==> src/rtl/adc_emu_pkg.sv <==
// Shared constants and state encoding for the 8-channel serial ADC responder model.
package adc_emu_pkg;

    localparam int FRAME_BITS  = 16;
    localparam int CTRL_BITS   = 8;
    localparam int ADDR_MSB    = 5;
    localparam int ADDR_LSB    = 3;
    localparam int LEAD_ZEROS  = 4;
    localparam int SAMPLE_BITS = 12;
    localparam int NUM_CHAN    = 8;

    typedef enum logic [1:0] {
        ST_IDLE  = 2'd0,
        ST_SHIFT = 2'd1,
        ST_DONE  = 2'd2
    } emu_state_t;

endpackage

==> src/rtl/adc_8ch_emu_spi_edge_sync.sv <==
// Multi-flop synchronizer for one SPI line with rise/fall detect on the last two synced samples.
// SYNC_STAGES must be at least 2; RST_VAL is the idle level of the line.
module spi_edge_sync #(
    parameter int   SYNC_STAGES = 2,
    parameter logic RST_VAL     = 1'b0
) (
    input  logic clk,
    input  logic rst_l,
    input  logic line,
    output logic level,
    output logic rise,
    output logic fall
);

    logic [SYNC_STAGES-1:0] sync_q;
    logic                   prev_q;

    always_ff @(posedge clk or negedge rst_l) begin
        if (!rst_l) begin
            sync_q <= {SYNC_STAGES{RST_VAL}};
            prev_q <= RST_VAL;
        end else begin
            sync_q <= {sync_q[SYNC_STAGES-2:0], line};
            prev_q <= sync_q[SYNC_STAGES-1];
        end
    end

    assign level = sync_q[SYNC_STAGES-1];
    assign rise  = level & ~prev_q;
    assign fall  = ~level & prev_q;

endmodule

==> src/rtl/adc_8ch_emu.sv <==
// Device-side SPI responder emulating an 8-channel 12-bit ADC with host-loadable samples.
// Optional build macro ADC_EMU_RAMP_EN: each completed frame bumps the returned sample by RAMP_STEP.
module adc_8ch_emu
    import adc_emu_pkg::*;
#(
    parameter int          SYNC_STAGES = 2,
    parameter logic [11:0] INIT_VALUE  = 12'h000,
    parameter logic [11:0] RAMP_STEP   = 12'd1
) (
    input  logic        clk,
    input  logic        rst_l,
    input  logic        SCLK,
    input  logic        CS_ADC,
    input  logic        DIN,
    output logic        DOUT,
    input  logic        wr_en,
    input  logic [2:0]  wr_chan,
    input  logic [11:0] wr_data,
    output logic        frame_done,
    output logic [2:0]  frame_chan,
    output logic        frame_err,
    output logic [1:0]  dbg_state
);

    logic sclk_rise, sclk_fall, cs_rise, cs_fall, din_s;
    logic unused_sclk_lvl, unused_cs_lvl, unused_din_rise, unused_din_fall;

    spi_edge_sync #(.SYNC_STAGES(SYNC_STAGES), .RST_VAL(1'b0)) u_sync_sclk (
        .clk(clk), .rst_l(rst_l), .line(SCLK),
        .level(unused_sclk_lvl), .rise(sclk_rise), .fall(sclk_fall)
    );
    spi_edge_sync #(.SYNC_STAGES(SYNC_STAGES), .RST_VAL(1'b1)) u_sync_cs (
        .clk(clk), .rst_l(rst_l), .line(CS_ADC),
        .level(unused_cs_lvl), .rise(cs_rise), .fall(cs_fall)
    );
    spi_edge_sync #(.SYNC_STAGES(SYNC_STAGES), .RST_VAL(1'b0)) u_sync_din (
        .clk(clk), .rst_l(rst_l), .line(DIN),
        .level(din_s), .rise(unused_din_rise), .fall(unused_din_fall)
    );

    logic [SAMPLE_BITS-1:0] sample [NUM_CHAN];
    emu_state_t             state;
    logic [3:0]             bit_cnt;
    logic [3:0]             rise_cnt;
    logic [CTRL_BITS-1:0]   ctrl_sr;
    logic [FRAME_BITS-1:0]  shift_q;
    logic [2:0]             ptr;
    logic [FRAME_BITS-1:0]  load_word;

    // ptr only moves at frame end, so the word loaded now is the channel named last frame
    assign load_word = {{LEAD_ZEROS{1'b0}}, sample[ptr]};
    assign dbg_state = state;

    always_ff @(posedge clk or negedge rst_l) begin
        if (!rst_l) begin
            state      <= ST_IDLE;
            bit_cnt    <= '0;
            rise_cnt   <= '0;
            ctrl_sr    <= '0;
            shift_q    <= '0;
            ptr        <= '0;
            DOUT       <= 1'b0;
            frame_done <= 1'b0;
            frame_err  <= 1'b0;
            frame_chan <= '0;
        end else begin
            frame_done <= 1'b0;
            frame_err  <= 1'b0;
            case (state)
                ST_IDLE: begin
                    DOUT <= 1'b0;
                    if (cs_fall) begin
                        state    <= ST_SHIFT;
                        rise_cnt <= sclk_rise ? 4'd1 : 4'd0;
                        if (sclk_rise)
                            ctrl_sr <= {ctrl_sr[CTRL_BITS-2:0], din_s};
                        // a falling edge coincident with CS fall already counts as bit 15 sent
                        if (sclk_fall) begin
                            shift_q <= load_word << 1;
                            DOUT    <= load_word[FRAME_BITS-2];
                            bit_cnt <= 4'd1;
                        end else begin
                            shift_q <= load_word;
                            DOUT    <= load_word[FRAME_BITS-1];
                            bit_cnt <= 4'd0;
                        end
                    end
                end
                ST_SHIFT: begin
                    if (cs_rise) begin
                        frame_err <= 1'b1;
                        DOUT      <= 1'b0;
                        state     <= ST_IDLE;
                    end else begin
                        if (sclk_rise && (rise_cnt < 4'(CTRL_BITS))) begin
                            ctrl_sr  <= {ctrl_sr[CTRL_BITS-2:0], din_s};
                            rise_cnt <= rise_cnt + 4'd1;
                        end
                        if (sclk_fall) begin
                            if (bit_cnt == 4'(FRAME_BITS - 1)) begin
                                state      <= ST_DONE;
                                DOUT       <= 1'b0;
                                ptr        <= ctrl_sr[ADDR_MSB:ADDR_LSB];
                                frame_chan <= ptr;
                                frame_done <= 1'b1;
                            end else begin
                                shift_q <= shift_q << 1;
                                DOUT    <= shift_q[FRAME_BITS-2];
                                bit_cnt <= bit_cnt + 4'd1;
                            end
                        end
                    end
                end
                ST_DONE: begin
                    DOUT <= 1'b0;
                    if (cs_rise)
                        state <= ST_IDLE;
                end
                default: begin
                    DOUT  <= 1'b0;
                    state <= ST_IDLE;
                end
            endcase
        end
    end

    // Host write is placed after the ramp so a same-cycle write takes priority
    always_ff @(posedge clk or negedge rst_l) begin
        if (!rst_l) begin
            for (int i = 0; i < NUM_CHAN; i++)
                sample[i] <= INIT_VALUE;
        end else begin
`ifdef ADC_EMU_RAMP_EN
            if (frame_done)
                sample[frame_chan] <= sample[frame_chan] + RAMP_STEP;
`endif
            if (wr_en)
                sample[wr_chan] <= wr_data;
        end
    end

`ifndef ADC_EMU_RAMP_EN
    logic unused_ramp;
    assign unused_ramp = ^RAMP_STEP;
`endif

endmodule

==> config.mk <==
export PLATFORM = sky130hd
export DESIGN_NAME = adc_8ch_emu
export DESIGN_NICKNAME = d
export VERILOG_FILES = /design/src/rtl/adc_emu_pkg.sv /design/src/rtl/adc_8ch_emu_spi_edge_sync.sv /design/src/rtl/adc_8ch_emu.sv
export SDC_FILE = /design/constraint.sdc
export NUM_CORES = 1
export LEC_CHECK = 0
export ABC_AREA = 1
export CELL_PAD_IN_SITES_DETAIL_PLACEMENT = 1
export CELL_PAD_IN_SITES_GLOBAL_PLACEMENT = 1
export CORE_MARGIN = 5
export CORE_UTILIZATION = 30
export DETAILED_ROUTE_END_ITERATION = 12
export GPL_ROUTABILITY_DRIVEN = 0
export PLACE_DENSITY_LB_ADDON = 0.1
export SETUP_SLACK_MARGIN = 0.02
export SLEW_MARGIN = 10
export SYNTH_ARGS = -nofsm -noshare
export SYNTH_HDL_FRONTEND = slang
export SYNTH_SLANG_ARGS = --single-unit
==> constraint.sdc <==
create_clock -name clk -period 1.6 [get_ports clk]
set_input_delay 0.32 -clock clk [delete_from_list [all_inputs] [get_ports clk]]
set_output_delay 0.32 -clock clk [all_outputs]
set_load 0.01 [all_outputs]
==> flow_metrics.env <==
export IMPL_run_status="finished, final reports clean"
export IMPL_yosys_warnings=0
export IMPL_synthTopCellsByCount="sky130_fd_sc_hd__nand2_1 (284), sky130_fd_sc_hd__dfrtp_1 (141), sky130_fd_sc_hd__inv_1 (121)"
export IMPL_grt_use_total_pct=17.14
export IMPL_clock_tree_root_cell="sky130_fd_sc_hd__clkbuf_16"
export IMPL_sw_frac_of_total_pct=34.92
export IMPL_endpoint_kind="register"
export IMPL_timing_hold_worst_path_depth=1
export IMPL_internal_power_mw=7.880
export IMPL_via_cell_ratio=4.812
export IMPL_synth_largest_type_area_fraction_pct=51.96
export IMPL_drt_wl_total_mm=21.53
export IMPL_cts_htree_levels=4
export IMPL_min_path_type="input pin to register"
export IMPL_power_density_over_the_cells_nw_per_um2=1398
export IMPL_yosysSeqAreaShare_pct=53.12
export IMPL_clock_insertion_delay_worst_skew_ns=0.44
export IMPL_drt_iter0_markers=251
export IMPL_io_buffers=28
export IMPL_syn_avg_cell_area_um2=7.760
export IMPL_highest_attainable_clock_frequency_mhz=648.2
export IMPL_post_dp_hpwl_mm=14.99
export IMPL_p_switching_mw=4.228
export IMPL_floorplan_initialDensity_pct=30.27
export IMPL_report_final_hold_viol_count=0
export IMPL_leakage_nw=4.314
export IMPL_arrival_ns=1.87
export IMPL_post_synth_top_count_cell="sky130_fd_sc_hd__nand2_1"
export IMPL_seq_power_share_pct=40.1
export IMPL_cap_viol_max_count=0
export IMPL_grt_pass1_wl_mm=34.56
export IMPL_cp_start_kind="register"
export IMPL_ios=29
export IMPL_routed_via_count=5953
export IMPL_rows=55
export IMPL_grt_max_degree=47
export IMPL_ff2ff_path_depth=8
export IMPL_postSynthNetCount=898
export IMPL_drc=0
export IMPL_first_pass_iters=5
export IMPL_die_width_um=160.4
export IMPL_mappedNetlistArea_um2=6790
export IMPL_antennaDiodeCount=0
export IMPL_final_period_utilization_pct=96.42
export IMPL_postSynthRegisterBits=144
export IMPL_dp_slack_ns=-0.1272
export IMPL_irDropWorstVdd_uv=536.7
export IMPL_rsz_0062_raised_after_global_routing="true"
export IMPL_cts_made_buffers=17
export IMPL_final_core_occ_pct=38.61
export IMPL_worst_endpoint_required_ns=1.93
export IMPL_clk_path_buf_depth=2
export IMPL_antenna_violations_before_repair=1
export IMPL_crit_fanout=7
export IMPL_period_minus_slack_ns=1.543
export IMPL_fp_dieArea_um2=25740
export IMPL_final_setup_viol_count=0
export IMPL_post_route_cell_area_um2=8662
export IMPL_core_area_um2=22430
export IMPL_cts_tree="built"
export IMPL_area_delta_synth_final_pct=27.57
export IMPL_postSynthCellCount=875
export IMPL_timing_slew_headroom_pct=73.79
export IMPL_final_antenna_net_count=0
export IMPL_place_area_um2=7752
export IMPL_postSynth_asyncResetShare_pct=100.0
export IMPL_wl_per_cell_um=17.40
export IMPL_synth_top_cell_by_area="sky130_fd_sc_hd__dfrtp_1"
export IMPL_design_final_nets=962
export IMPL_setup_ws_ns=0.05721
export IMPL_cts_num_sinks=144
export IMPL_floorplan_die_height_um=160.4
export IMPL_tightest_slew_ns=0.3927
export IMPL_layout_drive_gt1_share_pct=15.34
export IMPL_report_final_slew_viol_count=0
export IMPL_synth_cell_type_count=30
export IMPL_setup_worst_path_class="register to register"
export IMPL_grt_overflow_total=0
export IMPL_fin_skew_ns=0.01470
export IMPL_grt_pass1_vias=6217
export IMPL_synth_edf_count=0
export IMPL_synth_top_cells_by_area="sky130_fd_sc_hd__dfrtp_1 (52%), sky130_fd_sc_hd__nand2_1 (16%), sky130_fd_sc_hd__o21ai_0 (8.2%), sky130_fd_sc_hd__nand3_1 (8.0%), sky130_fd_sc_hd__inv_1 (6.7%)"
export IMPL_power_clock_fraction_pct=32.2
export IMPL_comb_power_share_pct=27.7
export IMPL_prevailing_post_synth_register_cell="sky130_fd_sc_hd__dfrtp_1"
export IMPL_clock_pin_slew_on_the_worst_setup_and_hold_paths_ns=0.07
[registers in the layout, summed over array words and instances, names as in the netlist, 3 cells and up]
signal / cells
ctrl_sr: 6
shift_q: 15
frame_chan: 3
ptr: 3
bit_cnt: 4
rise_cnt: 4
sample: 96
[power groups by stage]
stage	logic, mW	registers, mW	clock network (mW)
6_report	3.35	4.86	3.90
3_3_place_gp	2.87	4.89	0
3_5_place_dp	2.98	4.94	0
4_1_cts	3.11	4.86	4.02
5_1_grt	3.86	4.95	4.18
2_1_floorplan	1.99	4.82	0
[path summary, 6_finish.rpt]
| kind | to | slack (ns) | startpoint |
|---|---|---|---|
| min reg2reg | u_sync_sclk.sync_q[1]$_DFF_PN0_ | 0.35 | u_sync_sclk.sync_q[0]$_DFF_PN0_ |
| max | shift_q[5]$_DFFE_PN0P_ | 0.06 | ptr[0]$_DFFE_PN0P_ |
| max reg2reg | shift_q[5]$_DFFE_PN0P_ | 0.06 | ptr[0]$_DFFE_PN0P_ |
| min in group asynchronous | sample[86]$_DFFE_PN0P_ | 0.37 | rst_l |
| min | u_sync_cs.sync_q[0]$_DFF_PN1_ | 0.29 | CS_ADC |
| max in group asynchronous | u_sync_cs.sync_q[0]$_DFF_PN1_ | 0.59 | rst_l |
[final cells by class]
class | count | area (um2)
Tap cell | 285 | 356.6
Timing Repair Buffer | 85 | 958.4
Clock buffer | 18 | 429.2
Clock inverter | 14 | 140.1
Multi-Input combinational cell | 565 | 2683
Sequential cell | 144 | 3608
Fill cell | 2692 | 13770
Inverter | 125 | 479.2
Timing Repair inverter | 1 | 7.507
[routing by layer]
metal  GRT usage [%]  share of wire, %  up-vias
li1                -                 -     2863
met5               0                 0        -
met3           3.336               3.0       26
met4           5.319               2.0        0
met1           22.88                46     2992
met2           28.22                49       72
[worst max-delay path, stage by stage (launching register included)]
cell and delay (ns):
sky130_fd_sc_hd__dfrtp_2 0.45, sky130_fd_sc_hd__buf_6 0.15, sky130_fd_sc_hd__buf_12 0.13, sky130_fd_sc_hd__o211ai_1 0.26, sky130_fd_sc_hd__nand3_2 0.16, sky130_fd_sc_hd__nand3_1 0.12
sky130_fd_sc_hd__nand3_1 0.08, sky130_fd_sc_hd__nand2_1 0.07, sky130_fd_sc_hd__inv_1 0.03
[stage by stage]
step	total power, mW	hold WS (ns)	TNS (ns)	std cells
after floorplan	6.809	0.02441	0	875
after global placement	7.755	0.2471	-0.2035	1190
after global routing	12.99	0.2862	-0.1569	1237
final	12.11	0.2943	0	1237
after CTS	11.99	0.2790	0	1229
after detailed placement	7.921	0.2453	-5.036	1190
[layout by cell type, fill, tap and decap left out, types with 17 or more instances in the layout]
master and n:
sky130_fd_sc_hd__buf_12 17, sky130_fd_sc_hd__buf_4 35, sky130_fd_sc_hd__clkbuf_16 19, sky130_fd_sc_hd__clkdlybuf4s50_1 19
sky130_fd_sc_hd__dfrtp_1 140, sky130_fd_sc_hd__inv_1 116, sky130_fd_sc_hd__nand2_1 279, sky130_fd_sc_hd__nand3_1 91
sky130_fd_sc_hd__nand3_2 17, sky130_fd_sc_hd__nor2_1 25, sky130_fd_sc_hd__o21ai_0 109
[logic make-up (layout without fill, tap and decap cells)]
family,Yosys count,in the layout,share of synthesized area (%)
simple gates,438,438,26.92
buf+inv,166,243,9.840
flops,144,144,53.12
compound gates,121,121,9.232
xor+xnor,4,4,0.5160
fa+ha+maj,2,2,0.3685
[repair_timing]
action                     in CTS  in global routing
hold endpoints to repair       29                  0
gates cloned                    0                  3
hold buffers                    1                  0
resized for setup              20                 42
pin swaps                       6                 13
setup buffers                   6                  5
setup endpoints to repair      24                 29
Note: power is estimated with default switching activity, not from simulation.
